==> src/rtl/z16_instr_loader_if.sv <==
// Byte-stream receive and instruction-memory write bundle for the Z16 instruction loader.
// The master side is the loader; the slave side is the byte source plus the memory write port.
interface z16_instr_loader_if;
    logic [7:0]  rx_data;
    logic        rx_valid;
    logic        rx_ready;
    logic [15:0] imem_addr;
    logic [15:0] imem_data;
    logic        imem_wen;

    modport master (
        input  rx_data,
        input  rx_valid,
        output rx_ready,
        output imem_addr,
        output imem_data,
        output imem_wen
    );

    modport slave (
        output rx_data,
        output rx_valid,
        input  rx_ready,
        input  imem_addr,
        input  imem_data,
        input  imem_wen
    );
endinterface

==> src/rtl/z16_instr_loader.sv <==
// Z16 instruction loader: turns a length-prefixed byte stream into 16-bit imem writes and holds the CPU in reset meanwhile.
// Optional trailing XOR checksum byte enabled by defining Z16_LOADER_CHECKSUM_EN.
module z16_instr_loader #(
    parameter int MEM_WORDS = 256
) (
    input  logic               i_clk,
    input  logic               i_rst_n,
    input  logic               i_start,
    z16_instr_loader_if.master bus,
    output logic               o_cpu_rst,
    output logic               o_busy,
    output logic               o_done,
    output logic               o_error
);

    typedef enum logic [2:0] {
        ST_IDLE    = 3'd0,
        ST_LEN_LO  = 3'd1,
        ST_LEN_HI  = 3'd2,
        ST_DATA_LO = 3'd3,
        ST_DATA_HI = 3'd4,
`ifdef Z16_LOADER_CHECKSUM_EN
        ST_CHK     = 3'd5,
`endif
        ST_DONE    = 3'd6,
        ST_ERR     = 3'd7
    } state_t;

    localparam logic [16:0] MEM_WORDS_C = 17'(MEM_WORDS);

`ifdef Z16_LOADER_CHECKSUM_EN
    localparam state_t FIN_ST = ST_CHK;
`else
    localparam state_t FIN_ST = ST_DONE;
`endif

    // Running checksum step: XOR-fold one received byte into the accumulator.
    function automatic logic [7:0] xor_acc(input logic [7:0] acc, input logic [7:0] b);
        return acc ^ b;
    endfunction

    // States in which a byte may be taken from the stream.
    function automatic logic rx_state(input state_t s);
        logic r;
        case (s)
            ST_LEN_LO, ST_LEN_HI, ST_DATA_LO, ST_DATA_HI: r = 1'b1;
`ifdef Z16_LOADER_CHECKSUM_EN
            ST_CHK:                                       r = 1'b1;
`endif
            default:                                      r = 1'b0;
        endcase
        return r;
    endfunction

    state_t      state_r,   state_nx_s;
    logic [7:0]  len_lo_r,  len_lo_nx_s;
    logic [15:0] len_r,     len_nx_s;
    logic [15:0] idx_r,     idx_nx_s;
    logic [7:0]  lo_r,      lo_nx_s;
    logic [15:0] addr_r,    addr_nx_s;
    logic [15:0] data_r,    data_nx_s;
    logic        wen_r,     wen_nx_s;
    logic        rx_ready_r, rx_ready_nx_s;
    logic        cpu_rst_r, cpu_rst_nx_s;
    logic        busy_r,    busy_nx_s;
    logic        done_r,    done_nx_s;
    logic        error_r,   error_nx_s;
    logic        accept_s;
    logic [15:0] len_full_s;
`ifdef Z16_LOADER_CHECKSUM_EN
    logic [7:0]  chk_r,     chk_nx_s;
`endif

    assign accept_s   = bus.rx_valid & rx_ready_r;
    assign len_full_s = {bus.rx_data, len_lo_r};

    // Next-state, datapath and status decode; status flags follow directly from the next state.
    always_comb begin
        state_nx_s  = state_r;
        len_lo_nx_s = len_lo_r;
        len_nx_s    = len_r;
        idx_nx_s    = idx_r;
        lo_nx_s     = lo_r;
        addr_nx_s   = addr_r;
        data_nx_s   = data_r;
        wen_nx_s    = 1'b0;
`ifdef Z16_LOADER_CHECKSUM_EN
        chk_nx_s    = accept_s ? xor_acc(chk_r, bus.rx_data) : chk_r;
`endif
        case (state_r)
            ST_IDLE, ST_DONE, ST_ERR: begin
                if (i_start) begin
                    state_nx_s = ST_LEN_LO;
                    idx_nx_s   = 16'd0;
`ifdef Z16_LOADER_CHECKSUM_EN
                    chk_nx_s   = 8'd0;
`endif
                end else begin
                    state_nx_s = state_r;
                end
            end
            ST_LEN_LO: begin
                if (accept_s) begin
                    len_lo_nx_s = bus.rx_data;
                    state_nx_s  = ST_LEN_HI;
                end else begin
                    state_nx_s  = state_r;
                end
            end
            ST_LEN_HI: begin
                if (accept_s) begin
                    len_nx_s = len_full_s;
                    if ({1'b0, len_full_s} > MEM_WORDS_C) begin
                        state_nx_s = ST_ERR;
                    end else if (len_full_s == 16'd0) begin
                        state_nx_s = FIN_ST;
                    end else begin
                        state_nx_s = ST_DATA_LO;
                    end
                end else begin
                    state_nx_s = state_r;
                end
            end
            ST_DATA_LO: begin
                if (accept_s) begin
                    lo_nx_s    = bus.rx_data;
                    state_nx_s = ST_DATA_HI;
                end else begin
                    state_nx_s = state_r;
                end
            end
            ST_DATA_HI: begin
                if (accept_s) begin
                    wen_nx_s   = 1'b1;
                    addr_nx_s  = idx_r << 1;
                    data_nx_s  = {bus.rx_data, lo_r};
                    idx_nx_s   = idx_r + 16'd1;
                    state_nx_s = ((idx_r + 16'd1) == len_r) ? FIN_ST : ST_DATA_LO;
                end else begin
                    state_nx_s = state_r;
                end
            end
`ifdef Z16_LOADER_CHECKSUM_EN
            ST_CHK: begin
                if (accept_s) begin
                    state_nx_s = (bus.rx_data == chk_r) ? ST_DONE : ST_ERR;
                end else begin
                    state_nx_s = state_r;
                end
            end
`endif
            default: begin
                state_nx_s = ST_ERR;
            end
        endcase
        rx_ready_nx_s = rx_state(state_nx_s);
        busy_nx_s     = rx_state(state_nx_s);
        done_nx_s     = (state_nx_s == ST_DONE);
        error_nx_s    = (state_nx_s == ST_ERR);
        cpu_rst_nx_s  = (state_nx_s != ST_DONE);
    end

    // State and registered outputs; reset abandons any session in flight.
    always_ff @(posedge i_clk or negedge i_rst_n) begin
        if (!i_rst_n) begin
            state_r    <= ST_IDLE;
            len_lo_r   <= 8'd0;
            len_r      <= 16'd0;
            idx_r      <= 16'd0;
            lo_r       <= 8'd0;
            addr_r     <= 16'd0;
            data_r     <= 16'd0;
            wen_r      <= 1'b0;
            rx_ready_r <= 1'b0;
            cpu_rst_r  <= 1'b1;
            busy_r     <= 1'b0;
            done_r     <= 1'b0;
            error_r    <= 1'b0;
`ifdef Z16_LOADER_CHECKSUM_EN
            chk_r      <= 8'd0;
`endif
        end else begin
            state_r    <= state_nx_s;
            len_lo_r   <= len_lo_nx_s;
            len_r      <= len_nx_s;
            idx_r      <= idx_nx_s;
            lo_r       <= lo_nx_s;
            addr_r     <= addr_nx_s;
            data_r     <= data_nx_s;
            wen_r      <= wen_nx_s;
            rx_ready_r <= rx_ready_nx_s;
            cpu_rst_r  <= cpu_rst_nx_s;
            busy_r     <= busy_nx_s;
            done_r     <= done_nx_s;
            error_r    <= error_nx_s;
`ifdef Z16_LOADER_CHECKSUM_EN
            chk_r      <= chk_nx_s;
`endif
        end
    end

    assign bus.rx_ready  = rx_ready_r;
    assign bus.imem_addr = addr_r;
    assign bus.imem_data = data_r;
    assign bus.imem_wen  = wen_r;
    assign o_cpu_rst     = cpu_rst_r;
    assign o_busy        = busy_r;
    assign o_done        = done_r;
    assign o_error       = error_r;

endmodule

==> src/flat_wrapper.sv <==
// flat-port wrapper written by rule: the top's interface ports become plain ports
module z16_instr_loader_flat 
#(
    parameter int MEM_WORDS = 256
)
  (i_clk, i_rst_n, i_start, o_cpu_rst, o_busy, o_done, o_error, bus_rx_data, bus_rx_valid, bus_rx_ready, bus_imem_addr, bus_imem_data, bus_imem_wen);
  z16_instr_loader_if bus_i ();
  input  logic i_clk;
  input  logic i_rst_n;
  input  logic i_start;
  output logic o_cpu_rst;
  output logic o_busy;
  output logic o_done;
  output logic o_error;
  input wire logic [$bits(bus_i.rx_data)-1:0] bus_rx_data;
  input wire logic [$bits(bus_i.rx_valid)-1:0] bus_rx_valid;
  output wire logic [$bits(bus_i.rx_ready)-1:0] bus_rx_ready;
  output wire logic [$bits(bus_i.imem_addr)-1:0] bus_imem_addr;
  output wire logic [$bits(bus_i.imem_data)-1:0] bus_imem_data;
  output wire logic [$bits(bus_i.imem_wen)-1:0] bus_imem_wen;
  assign bus_i.rx_data = bus_rx_data;
  assign bus_i.rx_valid = bus_rx_valid;
  assign bus_rx_ready = bus_i.rx_ready;
  assign bus_imem_addr = bus_i.imem_addr;
  assign bus_imem_data = bus_i.imem_data;
  assign bus_imem_wen = bus_i.imem_wen;
  z16_instr_loader #(.MEM_WORDS(MEM_WORDS)) u_core (.i_clk(i_clk), .i_rst_n(i_rst_n), .i_start(i_start), .bus(bus_i), .o_cpu_rst(o_cpu_rst), .o_busy(o_busy), .o_done(o_done), .o_error(o_error));
endmodule
==> config.mk <==
export PLATFORM = sky130hd
export DESIGN_NAME = z16_instr_loader_flat
export DESIGN_NICKNAME = d
export VERILOG_FILES = /design/src/rtl/z16_instr_loader_if.sv /design/src/rtl/z16_instr_loader.sv /design/src/flat_wrapper.sv
export SDC_FILE = /design/constraint.sdc
export NUM_CORES = 1
export LEC_CHECK = 0
export CORE_ASPECT_RATIO = 2
export CORE_MARGIN = 4
export CORE_UTILIZATION = 60
export CTS_BUF_LIST = sky130_fd_sc_hd__clkbuf_16
export DETAILED_ROUTE_END_ITERATION = 6
export MAX_ROUTING_LAYER = met4
export PLACE_DENSITY = 0.85
export SLEW_MARGIN = 20
export SYNTH_ARGS = -nofsm -noshare
export SYNTH_HDL_FRONTEND = slang
export SYNTH_SLANG_ARGS = --single-unit
==> constraint.sdc <==
create_clock -name i_clk -period 4.1 [get_ports i_clk]
set_input_delay 1.23 -clock i_clk [delete_from_list [all_inputs] [get_ports i_clk]]
set_output_delay 1.23 -clock i_clk [all_outputs]
set_load 0.02 [all_outputs]
==> impl_metrics.py <==
metrics = {
    "synth": {
        "yosys_most_used_dff": "sky130_fd_sc_hd__dfrtp_1",
        "synth.cell_area_sq_mm": 0.00427,
        "netlist_top_cells_area": "sky130_fd_sc_hd__dfrtp_1 (50%), sky130_fd_sc_hd__nand2_1 (13%), sky130_fd_sc_hd__mux2_2 (4.8%)",
        "yosys.area.top_type": "sky130_fd_sc_hd__dfrtp_1",
        "synth.yosys.seq_area_share": 0.511,
        "syn_inst": 458,
        "synth_fp_nets": 471,
        "synth.lib_cells_used.distinct": 57,
        "synthesis.yosys.warnings": 0,
        "synthTopCellsByCount": "sky130_fd_sc_hd__nand2_1 (153), sky130_fd_sc_hd__dfrtp_1 (86), sky130_fd_sc_hd__o21ai_0 (29)",
        "syn_area_per_cell_sq_um": 9.32,
        "yosys.area.top_type_share": 0.504,
        "ys_async_sr_fraction": 1.00,
        "yosysMostFrequentCell": "sky130_fd_sc_hd__nand2_1",
        "postSynthRegisterBits": 87,
        "synth_edf_count": 0,
    },
    "detailed_routing": {
        "dr.max_layer_used": "met4",
        "antenna_violating_nets_post_route": 0,
        "route.detailed.wl_per_inst_microns": 16.6,
        "detail_route.wirelength_microns": 9720,
        "first_pass_iteration_count_of_the_detailed_router": 5,
        "detail_route.wirelength.met1_microns": 3530,
        "remaining_drc_errors": 0,
        "met2WireLength_microns": 5380,
        "detailroute.via_count": 3431,
        "route.detailed.vias_per_inst": 5.88,
        "met3RoutedLength_microns": 426,
        "initialDrtViolationCount": 340,
    },
    "grt": {
        "grt_max_degree": 88,
        "first_global_vias": 3444,
        "initial_antenna_violation_count": 0,
        "groute.usage.overall": 0.266,
        "grt_pass1_wl_microns": 16600,
        "grt_total_ovfl": 0,
    },
    "power_and_ir_drop": {
        "p_leak_nw": 2.31,
        "irDropWorstVdd_uv": 451,
        "power.density_mw_per_mm2": 647,
    },
    "sta": {
        "finalHoldViolCount": 0,
        "timing.slew.headroom": 0.500,
        "final.setup.tns_ps": 0,
        "max_slew.worst_pin.slew_ps": 750,
        "period_minus_slack_ps": 3090,
        "final.period_utilization": 0.753,
        "grt_setup_unrepaired": "no",
        "finalMaxSlewViolations": 0,
        "final_worst_clock_skew_ps": 5.34,
        "timing.fmax_ghz": 0.324,
        "setup_viol": 0,
    },
    "die": {
        "overall_die_height_microns": 127,
        "die_x_microns": 67.6,
        "floorplan.initialDensity": 0.615,
        "die_area_sq_mm": 0.00861,
        "core_sq_mm": 0.00694,
        "floorplan.io_pins": 50,
        "placement_rows": 43,
    },
    "clock_tree": {
        "postCtsSetupRepairBufs": 0,
        "clock_tree.buffer_depth": 2,
        "h-tree-depth": 3,
        "clock_insertion_delay_worst_skew_ps": 350,
        "clockRootBuffer": "sky130_fd_sc_hd__clkbuf_16",
        "tritoncts_num_sinks": 87,
        "cts_tree": "done",
        "cts_inserted_buffers": 9,
        "cts_resized": 0,
        "cts.clk_slew.worst_paths_ps": 60,
        "cts-hold-fix-buffers": 0,
    },
    "layout": {
        "flow.area_growth_from_synthesis_pct": 17.5,
        "diodes": 0,
        "layout.cells.non_filler": 584,
        "final_util": 0.722,
        "final_area_sq_mm": 0.00501,
        "drive_gt1_frac": 0.0931,
        "nets": 502,
    },
    "setup_path": {
        "setup.worst_path.start": "bus_rx_data[4]",
        "required_ps": 4340,
        "setup_crit_start_kind": "input port",
        "reg2reg_from": "u_core.idx_r[0]",
        "timing.setup.critical_path_class": "in2reg",
        "timing.critical_path.fanout_max": 5,
        "cp-end-kind": "register",
        "cp.arrival_ps": 3330,
    },
    "run_status": {
        "outcome": "complete, no violations",
    },
    "placed_design": {
        "io_buffer_count": 48,
        "post_dp_cell_area_sq_mm": 0.00474,
        "finalWeightedCongestion": 0.898,
        "hpwl_microns": 6920,
        "place.detailed.instances": 568,
    },
    "run": {
        "reported_max_cap_violation_count": 0,
    },
    "min_path": {
        "holdCritPathClass": "reg2reg",
        "hold_start": "u_core.bus.imem_data[11]",
    },
}
final timing paths:
| path | slack [ps] | to | cells past startpoint |
|---|---|---|---|
| setup / recovery | 1010 | u_core.bus.rx_ready | 7 |
| hold / removal | 470 | u_core.bus.imem_data[11] | 2 |
| setup reg to reg | 1420 | u_core.bus.rx_ready | 7 |
| hold reg to reg | 470 | u_core.bus.imem_data[11] | 2 |
| max in group asynchronous | 2670 | u_core.len_r[5] | 1 |
| min in group asynchronous | 930 | u_core.bus.imem_addr[13] | 1 |
power by group:
group | total (mW) | internal [mW] | switching, mW
sequential | 1.35 | 1.13 | 0.217
combinational | 1.14 | 0.538 | 0.606
clock | 0.752 | 0.410 | 0.342
total | 3.25 | 2.08 | 1.16
layout make-up:
class | count | area (sq um)
well taps | 90 | 113
inverters | 5 | 18.8
clock buffers | 9 | 225
multi-input cells | 334 | 1920
clock inverters | 7 | 46.3
repair buffers | 52 | 512
flip-flops and latches | 87 | 2180
fillers | 499 | 1930
flip-flops by register name (all words and copies together) (netlist names):
| name | cells |
|---|---|
| u_core.bus.imem_wen | 1 |
| u_core.len_lo_r | 8 |
| u_core.idx_r | 16 |
| u_core.o_cpu_rst | 1 |
| u_core.bus.imem_data | 16 |
| u_core.o_done | 1 |
| u_core.state_r | 3 |
| u_core.len_r | 16 |
| u_core.bus.rx_ready | 1 |
| u_core.bus.imem_addr | 15 |
| u_core.lo_r | 8 |
| u_core.o_error | 1 |
layout by cell type, fill, tap and decap left out, types with 8 or more instances in the layout:
| cell type | synthesis | routed |
|---|---|---|
| sky130_fd_sc_hd__nand2_1 | 153 | 153 |
| sky130_fd_sc_hd__dfrtp_1 | 86 | 86 |
| sky130_fd_sc_hd__clkdlybuf4s50_1 | 0 | 47 |
| sky130_fd_sc_hd__o21ai_0 | 29 | 29 |
| sky130_fd_sc_hd__mux2_2 | 18 | 18 |
| sky130_fd_sc_hd__xnor2_1 | 12 | 12 |
| sky130_fd_sc_hd__nor2_1 | 11 | 11 |
| sky130_fd_sc_hd__clkbuf_16 | 0 | 9 |
| sky130_fd_sc_hd__nand3_1 | 8 | 8 |
| sky130_fd_sc_hd__xor2_1 | 8 | 8 |
critical path: stages:
cell and delay, ps:
sky130_fd_sc_hd__clkdlybuf4s50_1 500, sky130_fd_sc_hd__or4_1 550, sky130_fd_sc_hd__o211ai_1 270, sky130_fd_sc_hd__o2111a_1 280
sky130_fd_sc_hd__nand2b_1 90, sky130_fd_sc_hd__a31o_1 230, sky130_fd_sc_hd__a31o_1 180
stage by stage:
step	total power, mW	hold slack (ps)	setup WS (ps)
2_1_floorplan	2.07	433	1320
3_3_place_gp	2.46	443	751
3_5_place_dp	2.51	457	688
4_1_cts	3.26	477	1040
5_1_grt	3.44	495	960
6_report	3.25	473	1010
cells by family after synthesis:
kind of cell	count (synthesis)	synth area share
mux	18	0.0475
flops	87	0.511
simple gates	221	0.236
fa+ha+maj	1	0.00293
xor+xnor	22	0.0522
buf+inv	37	0.0399
other cells	1	0.000879
compound gates	71	0.110
layer usage:
layer	global-route usage	vias to the layer above
li1	-	1627
met1	0.284	1642
met2	0.447	129
met3	0.0624	33
met4	0.129	0
met5	-	-
(Power assumes the default switching activity.)
==> patch (same flow settings) <==
The 7 states of `state_t` get a one-hot encoding in 7 bits.
--- a/src/rtl/z16_instr_loader.sv
+++ b/src/rtl/z16_instr_loader.sv
@@ -15,8 +15,8 @@
 
-    typedef enum logic [2:0] {
-        ST_IDLE    = 3'd0,
-        ST_LEN_LO  = 3'd1,
-        ST_LEN_HI  = 3'd2,
-        ST_DATA_LO = 3'd3,
-        ST_DATA_HI = 3'd4,
+    typedef enum logic [6:0] {
+        ST_IDLE    = 7'b0000001,
+        ST_LEN_LO  = 7'b0000010,
+        ST_LEN_HI  = 7'b0000100,
+        ST_DATA_LO = 7'b0001000,
+        ST_DATA_HI = 7'b0010000,
 `ifdef Z16_LOADER_CHECKSUM_EN
@@ -24,4 +24,4 @@
 `endif
-        ST_DONE    = 3'd6,
-        ST_ERR     = 3'd7
+        ST_DONE    = 7'b0100000,
+        ST_ERR     = 7'b1000000
     } state_t;
Behaviour: same outputs for any inputs over 10 cycles, from zero or initial values and one cycle with i_rst_n low; not proved beyond that.
==> patch against the unedited design <==
Global-route usage shrank 0.42 points. Design area grew 4.0%. Clock skew is essentially flat. Wire length grew 2.1%. Setup slack gained 0.017 ns. First-iteration DRC count grew 38%. Sequential cell count grew 4. Synthesized area grew 4.0%. Largest cell class unchanged.
Power is not compared: it rests on default switching activity, and its combinational part moved more than twofold at a synthesized area within 25%.
==> patch: results (changes against the unedited design) <==
sta:
  skew_ns: 0.00576  # +0.000417 ns
  hold_slack_ns: 0.465  # -0.00746 ns
  worst-slew-pin-transition_ns: 1.07  # +0.320 ns
logic_synthesis:
  yosysSeqAreaShare: 0.514  # +0.00297
  syn-num-nets: 451  # -4.2%
  synth_common_cells: "nand2_1 (108), dfrtp_1 (89), mux2_2 (32)"
  synth_cell_types: 63  # +11%
  synth_xor_area_frac: 0.0513  # -0.000903
  synthAdderAreaFrac: 0.00282  # -0.000114
  synth-compound-area-share: 0.0970  # -0.0127
  synth.area.mux_share: 0.0834  # +0.0359
  async_reset_ff_frac: 1.00  # unchanged
  synth.area.top_cells: "dfrtp_1 (50%), nand2_1 (9.1%), mux2_2 (8.1%)"
cells_and_area:
  nNetsFinal: 488  # -2.8%
  drive_gt1_frac: 0.160  # +0.0673
  fillers: 501  # +0.40%
  diodes: 0  # unchanged
routing:
  wl_met2_um: 5350  # -0.61%
  wl_um: 9920  # +2.1%
  first_iter_violations: 468  # +38%
  via_per_inst: 5.97  # +1.6%
  drt_pass1_iterations: 5  # unchanged
  met3WireLength_um: 452  # +6.1%
  wl_met1_um: 3800  # +7.7%
grt:
  use_met2: 0.426  # -0.0215
  met3_usage: 0.0468  # -0.0156
  grt_max_degree: 68  # -23%
  first_global_vias: 3485  # +1.2%
  grt_first_pass_wirelength_um: 16900  # +2.0%
  grtUsageMet1: 0.310  # +0.0259
  grt_usage: 0.262  # -0.00423
min_path:
  min_from: "u_core.lo_r[1]"
  hold_path_depth: 2  # unchanged
  hold_class: "flop to flop"
  hold-path-endpoint: "u_core.bus.imem_data[1]"
worst_setup_path:
  endpoint: "u_core.idx_r[6]"
  crit_family: "simple AND/OR/NAND/NOR gates"
  reg2reg_from: "u_core.idx_r[0]"
  r2r_slack_ns: 1.16  # -0.26 ns
  cp.arrival_ns: 3.29  # -0.04 ns
  slowest_delay_ns: 0.81  # +0.26 ns
  reg2reg_depth: 8  # +1
  crit_slowest_cell: "nor2_1"
  path_max_fanout: 16  # +11
  startpoint: "bus_rx_valid"
  regToRegEndpoint: "u_core.o_done"
place:
  dpl_cell_area_um2: 4920  # +3.8%
  port_buffers: 48  # unchanged
  gp_congestion: 0.908  # +1.1%
  hpwl_um: 6750  # -2.5%
clock_network:
  cts_setup_buffers: 0  # unchanged
  path_clk_slew_ns: 0.06  # about the same
  cts_root_buffer: "clkbuf_16"
  clock_latency_ns: 0.34
outcome:
  status: "completed"
==> patch: cell types whose count changed after synthesis, sizes merged, moves of 6 or more <==
cell / unedited run / this run
nor4: 2 / 9
nand2: 153 / 108
nor2: 11 / 26
a21oi: 4 / 14
mux2: 18 / 32
clkbuf: 17 / 11
and4: 7 / 0
==> patch: layout make-up <==
cell class                      count  area, um^2  area share
Sequential cell                    91        2280       0.437
Multi-Input combinational cell    316        1990       0.382
Timing Repair Buffer               53         515      0.0989
Clock buffer                        9         225      0.0432
Tap cell                           92         115      0.0221
Clock inverter                      7        70.1      0.0134
Inverter                            4        15.0     0.00288
==> patch: stage by stage <==
step / setup WS [ns] / std cells / power, uW
2_1_floorplan: 1.64 / 438 / 1330
3_3_place_gp: 0.831 / 556 / 1420
6_report: 1.03 / 572 / 2250
3_5_place_dp: 0.723 / 556 / 1450
5_1_grt: 0.903 / 572 / 2350
4_1_cts: 1.07 / 572 / 2270
